## src/rtl/alu_req_sequencer_if.sv

```systemverilog
// alu_req_sequencer_if
//   Bundles the requester, ALU and response signals of alu_req_sequencer.
//
//   Handshake rule for every valid/ready pair here (req0, req1, rsp): a
//   transfer happens on a rising clk edge where valid and ready are both
//   high. The source holds valid and its payload stable until that edge.
//   ready may depend combinationally on valid, but never the other way round.
//
//   Signals:
//     req0_* / req1_*  valid, ready, a[3:0], b[3:0], op[2:0] per requester
//     alu_a, alu_b     operands to the shared combinational ALU
//     alu_sel          one-hot operation select to the ALU
//     alu_result       ALU result back to the sequencer
//     rsp_*            valid, ready, data[7:0], id for the response channel
//     busy             sequencer is not idle
//
//   Modports: slave = sequencer side, master = requesters/ALU/consumer side.
interface alu_req_sequencer_if;
  logic       req0_valid;
  logic       req0_ready;
  logic [3:0] req0_a;
  logic [3:0] req0_b;
  logic [2:0] req0_op;

  logic       req1_valid;
  logic       req1_ready;
  logic [3:0] req1_a;
  logic [3:0] req1_b;
  logic [2:0] req1_op;

  logic [3:0] alu_a;
  logic [3:0] alu_b;
  logic [7:0] alu_sel;
  logic [7:0] alu_result;

  logic       rsp_valid;
  logic       rsp_ready;
  logic [7:0] rsp_data;
  logic       rsp_id;

  logic       busy;

  modport slave (
    input  req0_valid, req0_a, req0_b, req0_op,
    output req0_ready,
    input  req1_valid, req1_a, req1_b, req1_op,
    output req1_ready,
    output alu_a, alu_b, alu_sel,
    input  alu_result,
    output rsp_valid, rsp_data, rsp_id,
    input  rsp_ready,
    output busy
  );

  modport master (
    output req0_valid, req0_a, req0_b, req0_op,
    input  req0_ready,
    output req1_valid, req1_a, req1_b, req1_op,
    input  req1_ready,
    input  alu_a, alu_b, alu_sel,
    output alu_result,
    input  rsp_valid, rsp_data, rsp_id,
    output rsp_ready,
    input  busy
  );
endinterface

```

## src/rtl/alu_req_sequencer.sv

```systemverilog
// alu_req_sequencer
//   Shares one combinational 4-bit ALU between two requesters. A request is
//   accepted in IDLE (round-robin on ties), its operands are held on the ALU
//   for ALU_LAT cycles, the result is captured and then offered on the
//   response channel together with the requester id.
//
//   Ports:
//     clk        rising-edge clock
//     rst        synchronous active-high reset
//     bus        alu_req_sequencer_if.slave (requests, ALU, response, busy)
//     dbg_state  current FSM state (0 IDLE, 1 ISSUE, 2 RESP)
//
//   Parameter:
//     ALU_LAT    cycles the ALU inputs are held before capture, 1..15
module alu_req_sequencer #(
  parameter int ALU_LAT = 1
) (
  input  logic                 clk,
  input  logic                 rst,
  alu_req_sequencer_if.slave   bus,
  output logic [1:0]           dbg_state
);

  localparam logic [1:0] IDLE  = 2'd0;
  localparam logic [1:0] ISSUE = 2'd1;
  localparam logic [1:0] RESP  = 2'd2;

  localparam logic [3:0] LAT_INIT = 4'(ALU_LAT - 1);

  logic [1:0] state;
  logic [3:0] a_q;
  logic [3:0] b_q;
  logic [2:0] op_q;
  logic       id_q;
  logic       last_id;
  logic [3:0] lat_cnt;
  logic [7:0] rsp_data_q;
  logic       rsp_id_q;

  logic       grant_id;
  logic       accept;

  // With a single valid requester it wins; on a tie the one not served last
  // wins. When neither is valid grant_id is unused.
  always_comb begin
    grant_id = bus.req1_valid;
    if (bus.req0_valid && bus.req1_valid) begin
      grant_id = ~last_id;
    end
  end

  assign accept = (state == IDLE) && (bus.req0_valid || bus.req1_valid);

  // Ready is suppressed while reset is asserted so no requester believes it
  // was accepted in a cycle whose edge is consumed by reset.
  assign bus.req0_ready = accept && !rst && !grant_id;
  assign bus.req1_ready = accept && !rst &&  grant_id;

  // opcode 0 (add) maps to bit 7 down to opcode 7 (xor) at bit 0.
  assign bus.alu_sel = (state == ISSUE) ? (8'h80 >> op_q) : 8'h00;
  assign bus.alu_a   = (state == ISSUE) ? a_q : 4'h0;
  assign bus.alu_b   = (state == ISSUE) ? b_q : 4'h0;

  // A response visible during reset would be discarded by the same edge, so
  // it is hidden rather than offered.
  assign bus.rsp_valid = (state == RESP) && !rst;
  assign bus.rsp_data  = rsp_data_q;
  assign bus.rsp_id    = rsp_id_q;
  assign bus.busy      = (state != IDLE);
  assign dbg_state     = state;

  always_ff @(posedge clk) begin
    if (rst) begin
      state      <= IDLE;
      last_id    <= 1'b1;
      a_q        <= 4'h0;
      b_q        <= 4'h0;
      op_q       <= 3'd0;
      id_q       <= 1'b0;
      lat_cnt    <= 4'd0;
      rsp_data_q <= 8'h00;
      rsp_id_q   <= 1'b0;
    end else begin
      case (state)
        IDLE: begin
          if (accept) begin
            a_q     <= grant_id ? bus.req1_a  : bus.req0_a;
            b_q     <= grant_id ? bus.req1_b  : bus.req0_b;
            op_q    <= grant_id ? bus.req1_op : bus.req0_op;
            id_q    <= grant_id;
            last_id <= grant_id;
            lat_cnt <= LAT_INIT;
            state   <= ISSUE;
          end
        end
        ISSUE: begin
          if (lat_cnt != 4'd0) begin
            lat_cnt <= lat_cnt - 4'd1;
          end else begin
            rsp_data_q <= bus.alu_result;
            rsp_id_q   <= id_q;
            state      <= RESP;
          end
        end
        RESP: begin
          if (bus.rsp_ready) begin
            state <= IDLE;
          end
        end
        default: state <= IDLE;
      endcase
    end
  end

endmodule

```

## src/flat_wrapper.sv

```systemverilog
// flat-port wrapper written by rule: the top's interface ports become plain ports
module alu_req_sequencer_flat 
#(
  parameter int ALU_LAT = 1
)
  (clk, rst, dbg_state, bus_req0_valid, bus_req0_a, bus_req0_b, bus_req0_op, bus_req0_ready, bus_req1_valid, bus_req1_a, bus_req1_b, bus_req1_op, bus_req1_ready, bus_alu_a, bus_alu_b, bus_alu_sel, bus_alu_result, bus_rsp_valid, bus_rsp_data, bus_rsp_id, bus_rsp_ready, bus_busy);
  alu_req_sequencer_if bus_i ();
  input  logic clk;
  input  logic rst;
  output logic [1:0] dbg_state;
  input wire logic [$bits(bus_i.req0_valid)-1:0] bus_req0_valid;
  input wire logic [$bits(bus_i.req0_a)-1:0] bus_req0_a;
  input wire logic [$bits(bus_i.req0_b)-1:0] bus_req0_b;
  input wire logic [$bits(bus_i.req0_op)-1:0] bus_req0_op;
  output wire logic [$bits(bus_i.req0_ready)-1:0] bus_req0_ready;
  input wire logic [$bits(bus_i.req1_valid)-1:0] bus_req1_valid;
  input wire logic [$bits(bus_i.req1_a)-1:0] bus_req1_a;
  input wire logic [$bits(bus_i.req1_b)-1:0] bus_req1_b;
  input wire logic [$bits(bus_i.req1_op)-1:0] bus_req1_op;
  output wire logic [$bits(bus_i.req1_ready)-1:0] bus_req1_ready;
  output wire logic [$bits(bus_i.alu_a)-1:0] bus_alu_a;
  output wire logic [$bits(bus_i.alu_b)-1:0] bus_alu_b;
  output wire logic [$bits(bus_i.alu_sel)-1:0] bus_alu_sel;
  input wire logic [$bits(bus_i.alu_result)-1:0] bus_alu_result;
  output wire logic [$bits(bus_i.rsp_valid)-1:0] bus_rsp_valid;
  output wire logic [$bits(bus_i.rsp_data)-1:0] bus_rsp_data;
  output wire logic [$bits(bus_i.rsp_id)-1:0] bus_rsp_id;
  input wire logic [$bits(bus_i.rsp_ready)-1:0] bus_rsp_ready;
  output wire logic [$bits(bus_i.busy)-1:0] bus_busy;
  assign bus_i.req0_valid = bus_req0_valid;
  assign bus_i.req0_a = bus_req0_a;
  assign bus_i.req0_b = bus_req0_b;
  assign bus_i.req0_op = bus_req0_op;
  assign bus_req0_ready = bus_i.req0_ready;
  assign bus_i.req1_valid = bus_req1_valid;
  assign bus_i.req1_a = bus_req1_a;
  assign bus_i.req1_b = bus_req1_b;
  assign bus_i.req1_op = bus_req1_op;
  assign bus_req1_ready = bus_i.req1_ready;
  assign bus_alu_a = bus_i.alu_a;
  assign bus_alu_b = bus_i.alu_b;
  assign bus_alu_sel = bus_i.alu_sel;
  assign bus_i.alu_result = bus_alu_result;
  assign bus_rsp_valid = bus_i.rsp_valid;
  assign bus_rsp_data = bus_i.rsp_data;
  assign bus_rsp_id = bus_i.rsp_id;
  assign bus_i.rsp_ready = bus_rsp_ready;
  assign bus_busy = bus_i.busy;
  alu_req_sequencer #(.ALU_LAT(ALU_LAT)) u_core (.clk(clk), .rst(rst), .bus(bus_i), .dbg_state(dbg_state));
endmodule
```

## config.mk

```make
export PLATFORM = sky130hd
export DESIGN_NAME = alu_req_sequencer_flat
export DESIGN_NICKNAME = d
export VERILOG_FILES = /design/src/rtl/alu_req_sequencer_if.sv /design/src/rtl/alu_req_sequencer.sv /design/src/flat_wrapper.sv
export SDC_FILE = /design/constraint.sdc
export NUM_CORES = 1
export LEC_CHECK = 0
export BUFFER_PORTS_ARGS = -buffer_cell sky130_fd_sc_hd__buf_4
export CELL_PAD_IN_SITES_DETAIL_PLACEMENT = 1
export CELL_PAD_IN_SITES_GLOBAL_PLACEMENT = 1
export CORE_MARGIN = 5
export CORE_UTILIZATION = 31
export DETAILED_ROUTE_END_ITERATION = 12
export PLACE_DENSITY_LB_ADDON = 0.1
export SLEW_MARGIN = 20
export SYNTH_ARGS = -nofsm -noshare
export SYNTH_HDL_FRONTEND = slang
export SYNTH_SLANG_ARGS = --single-unit
export TNS_END_PERCENT = 1
```

## constraint.sdc

```tcl
create_clock -name clk -period 1.71 [get_ports clk]
set_input_delay 0.171 -clock clk [delete_from_list [all_inputs] [get_ports clk]]
set_output_delay 0.171 -clock clk [all_outputs]
set_load 0.05 [all_outputs]
```

# Word-level counts from Yosys, hierarchy flattened

Index checks and enable logic that the tools add are counted.

Register bits after elaboration: 28
Input port bits: 35
Output and inout port bits: 31
Logic and storage cells: 50

$add $sub $neg: 1
Eq/ne operators: 6
Shift-type cells: 1
Muxes and demuxes: 14
Bitwise gates (word level): 2
Reduce and logical (&&, ||, !) cells: 17

Operator list:

| kind                | count |
|---|---|
| $mux 4              | 6 |
| $mux 8              | 1 |
| $pmux 4 s2          | 1 |
| $shr 8x3->8 const A | 1 |
| $logic_and 1x1->1   | 6 |
| $mux 2              | 3 |
| $ne 2x2->1 const B  | 3 |
| $pmux 2 s3          | 1 |
| $reduce_and 3->1    | 2 |
| $reduce_and 2->1    | 2 |
| $reduce_bool 2->1   | 2 |
| $reduce_bool 4->1   | 1 |
| $sub 4x1->4 const B | 1 |
| $mux 3              | 1 |
| $eq 2x1->1 const B  | 1 |
| $eq 2x2->1 const B  | 1 |
| $logic_not 1->1     | 2 |
| $logic_not 2->1     | 1 |
| $ne 2x1->1 const B  | 1 |
| $not 1->1           | 2 |
| $logic_or 1x1->1    | 1 |
| $mux 1              | 1 |

# Depth between registers and ports, before layout

Depth in word-level cells: 4
Depth in mapped cells: 6
Mapped depth without buffers: 5

# Least setup slack after synthesis

OpenSTA, ideal clock, no wires.

Kind: reg2out
Start: register u_core.state[0] (netlist: u_core.dbg_state[0])
End: output port bus_alu_sel[7]
Data arrival time: 2594 ps
Setup slack: -1055 ps
Stages on the path, launching flop included: 5
Buffers on the path: 2
Cells stage by stage: dfxtp_1 -> nand2b_1 -> buf_2 -> buf_2 -> nor4_1

Longest elaborated chain between the ends: 2

RTL lines:

| element                | line                     | text |
|---|---|---|
| from (decl)            | alu_req_sequencer.sv:30  | `logic [1:0] state;` |
| from (signal assigned) | alu_req_sequencer.sv:74  | `state <= IDLE;` |
| from (signal assigned) | alu_req_sequencer.sv:93  | `state <= ISSUE;` |
| from (signal assigned) | alu_req_sequencer.sv:102 | `state <= RESP;` |
| $eq 2x1->1             | alu_req_sequencer.sv:60  | `assign bus.alu_sel = (state == ISSUE) ? (8'h80 >> op_q) : 8'h00;` |
| $mux 8                 | alu_req_sequencer.sv:60  |  |
| to (decl)              | flat_wrapper.sv:23       | `output wire logic [$bits(bus_i.alu_sel)-1:0] bus_alu_sel;` |

Every way passes these cells.

# Final worst setup path

Start: register u_core.state[1] (netlist: u_core.dbg_state[1])
End: output port bus_req0_ready

Longest elaborated chain between the ends: 4

RTL lines:

| element                        | line                    | text |
|---|---|---|
| $logic_not 2->1                | alu_req_sequencer.sv:52 | `assign accept = (state == IDLE) && (bus.req0_valid \|\| bus.req1_valid);` |
| $logic_and 1x1->1              | alu_req_sequencer.sv:52 |  |
| $logic_and 1x1->1 (2 in a row) | alu_req_sequencer.sv:56 | `assign bus.req0_ready = accept && !rst && !grant_id;` |
| to (decl)                      | flat_wrapper.sv:15      | `output wire logic [$bits(bus_i.req0_ready)-1:0] bus_req0_ready;` |

Every way passes these cells.

==> impl_metrics.csv <==
group,metric,value,unit
outcome,status,"finished, violations left",
outcome,violations,"setup timing",
logic_synthesis,synth.distinct_cells,31,
setup_path,critical-path-max-stage-delay,0.40,ns
final_layout,layout-drive-gt1-share,0.386,
clock_network,clk-insertion-delay-late,0.28,ns
logic_synthesis,synth_area,1390,µm²
sta,slew_violations,0,
final_layout,syn_to_final_growth,49.8,%
power,p_per_area,889,nW/µm²
global_routing,grt_pass1_vias,1644,
route,routed_wirelength,4890,µm
setup_path,cp_cell_sequence,"nor2_2, nand2_1, nor3_2, buf_4",
route,ant_nets,0,
sta,hold_slack,0.142,ns
placed_design,io_buffers,65,
route,routedWlPerCell,16.7,µm
sta,worstMarginPinSlew,0.465,ns
final_layout,finish.utilization,0.477,
setup_path,cp-start-kind,"flip-flop",
setup_path,critPathCaptureType,"output pin",
final_layout,nets,279,
logic_synthesis,avgSynthCellArea,7.75,µm²
setup_path,rrSetupSlack,0.10,ns
logic_synthesis,ys_ff_latch,28,
global_routing,track_usage,0.160,
die,core-area,4350,µm²
clock_network,clk_pin_slew,0.10,ns
power,totalPowerFinal,1.85,mW
sta,relSlewSlack,0.690,
die,die_h,76.9,µm
clock_network,clockBufferDepth,2,
min_path,hold_class,"in -> reg",
route,vias_per_cell,5.37,
logic_synthesis,netlist_instances,179,
run,cap_viol_max_count,0,
clock_network,cts_made_buffers,3,
route,drt-initial-drc-count,87,
final_layout,num_antenna_cells,0,
clock_network,numClockSinks,28,
setup_path,crit-reg2reg-launch,"u_core.lat_cnt[0]",
route,drc,0,
global_routing,globalRoute.totalOverflow,0,
sta,setup_violations,2,
die,start_util,0.319,
sta,fin_ws,-0.0109,ns
sta,finalCritPeriodShare,1.01,
clock_network,cts_tree,"built",
min_path,holdPathEnd,"u_core.bus.rsp_data[1]",
placed_design,pre_cts_slack,0.136,ns
sta,fmax,0.581,GHz
die,die_w,76.9,µm
clock_network,clock-root-buffer,"clkbuf_8",
sta,fin_skew,0.00605,ns
setup_path,reg2regPathDepth,5,
placed_design,place_congestion,0.733,
route,dr_total_vias,1574,
placed_design,placed_area,2000,µm²
clock_network,htreeDepth,1,
final_layout,design_area,2080,µm²
die,die_area,5910,µm²
min_path,worstHoldStart,"bus_alu_result[1]",
setup_path,critical_path_class,"reg -> out",
die,io_pins,66,
global_routing,antenna_found_initial,0,
power,irDropWorstVdd,478,µV
global_routing,grt_pass1_wl,7850,µm
setup_path,critPathMaxFanout,11,
sta,rsz0062_at_grt,"yes",
global_routing,grt_max_degree,31,
sta,hold_viol,0,
power,leakage,0.883,nW
placed_design,dp_hpwl,3670,µm
logic_synthesis,ys.warnings.count,0,
setup_path,cp.required,1.54,ns
logic_synthesis,synth_seq_area_share,0.404,
final_layout,fillers,535,
logic_synthesis,synth_nets,216,
setup_path,worst_path_max_delay_cell,"nor2_2",
clock_network,holdBufCountCts,0,
die,num_rows,24,
setup_path,r2r_end,"u_core.bus.rsp_data[2]",
setup_path,critPathArrivalTime,1.55,ns
route,drt_first_pass_iters,6,
min_path,hold_depth,3,
sta,finalCriticalPeriod,1.72,ns
[report_power, final]
group	switching (mW)	total, mW	leakage [nW]	internal [mW]
Sequential	0.0638	0.781	0.230	0.718
Combinational	0.411	0.646	0.624	0.235
Clock	0.214	0.420	0.0288	0.207
Total	0.689	1.85	0.883	1.16
[logic make-up (layout without fill, tap and decap cells)]
kind of cell	after synthesis	after routing	synth area share
fa+ha+maj	2	2	0.0180
flops	28	28	0.404
simple gates	75	75	0.268
buf+inv	18	80	0.0568
compound gates	56	56	0.253
[area by class of cell]
| class | instances | area, µm² | area share |
|---|---|---|---|
| multi-input combinational | 133 | 826 | 0.397 |
| sequential | 28 | 562 | 0.270 |
| timing repair buffer | 72 | 556 | 0.267 |
| tap | 52 | 65.1 | 0.0313 |
| clock buffer | 4 | 55.1 | 0.0265 |
| inverter | 4 | 15.0 | 0.00722 |
[state kept, by name (all words and copies together), names as in the netlist]
register,flops
u_core.dbg_state,2
u_core.id_q,1
u_core.a_q,4
u_core.lat_cnt,4
u_core.last_id,1
u_core.bus.rsp_data,8
u_core.bus.rsp_id,1
u_core.b_q,4
u_core.op_q,3
[worst max-delay path: cells and delay by family, from the launching register on]
kind          cells  cell delay (ns)
buf+inv           1             0.22
flops             1             0.37
simple gates      3             0.68
[how the worst max path moves through the flow]
| stage | start | endpoint | slack, ns |
|---|---|---|---|
| 2_1_floorplan | u_core.dbg_state[1] | bus_req0_ready | -0.19 |
| 3_3_place_gp | u_core.lat_cnt[0] | u_core.bus.rsp_data[0] | 0.22 |
| 3_5_place_dp | u_core.lat_cnt[0] | u_core.bus.rsp_data[2] | 0.14 |
| 4_1_cts | u_core.dbg_state[1] | bus_req1_ready | -0.02 |
| 5_1_grt | u_core.dbg_state[1] | bus_req1_ready | -0.14 |
| 6_report | u_core.dbg_state[1] | bus_req0_ready | -0.01 |
[per-stage QoR]
stage                     std cells  TNS (ns)
after floorplan                 179     -1.56
after CTS                       293   -0.0722
after detailed placement        289         0
final                           293   -0.0147
after global routing            293     -1.33
after global placement          289         0
[cells in the final DEF, fill, tap and decap left out]
master,n
buf_4,68
nand2_1,28
dfxtp_1,27
a21oi_1,25
a311oi_1,11
nand3_1,10
and2_1,8
o21ai_0,7
nor2_2,5
o21ai_1,5
nor3_4,4
nor2_1,4
clkbuf_8,4
buf_6,4
inv_1,3
nor2b_1,3
nand2b_1,3
or3_1,2
or4_1,2
o221ai_1,2
ha_1,2
nand2b_2,1
inv_2,1
a21boi_2,1
or2_1,1
nor3_2,1
nor4_4,1
a21bo_2,1
nor3b_2,1
or3b_1,1
a21o_1,1
a221o_1,1
a211oi_1,1
o22ai_1,1
dfxtp_2,1
[metal layers]
| metal | up-vias | wire [µm] | global-route usage |
|---|---|---|---|
| li1 | 764 | - | - |
| met1 | 749 | 2010 | 0.188 |
| met2 | 55 | 2540 | 0.293 |
| met3 | 6 | 277 | 0.0316 |
| met4 | 0 | 61 | 0.0402 |
| met5 | - | 0 | 0 |
[what timing repair did]
item	CTS	global route
setup endpoints to repair	10	18
buffers inserted	0	0
gates resized for setup	1	5
hold endpoints to repair	0	0
[cell usage after synthesis]
cell	n	share of area
nor2b_1	3	0.014
o221ai_1	2	0.013
dfxtp_1	28	0.40
a21o_1	1	0.0054
a21oi_1	25	0.090
or4_1	2	0.011
and2_1	8	0.036
nand2b_1	4	0.018
nor4_1	1	0.0045
a221o_1	1	0.0072
clkbuf_1	5	0.014
nor2_2	1	0.0045
a21boi_2	1	0.0081
or3b_1	1	0.0063
buf_2	9	0.032
inv_1	3	0.0081
ha_1	2	0.018
or3_1	2	0.0090
a311oi_1	11	0.069
a211oi_1	1	0.0054
or2_1	1	0.0045
nand2_1	28	0.076
o21ai_0	7	0.025
nor2_1	8	0.022
o21ai_1	5	0.018
nor3b_2	1	0.0090
a21bo_2	1	0.0072
nand3_1	10	0.036
inv_2	1	0.0027
nor3_1	5	0.018
o22ai_1	1	0.0045
No activity file was read; power rests on OpenSTA's default activity.
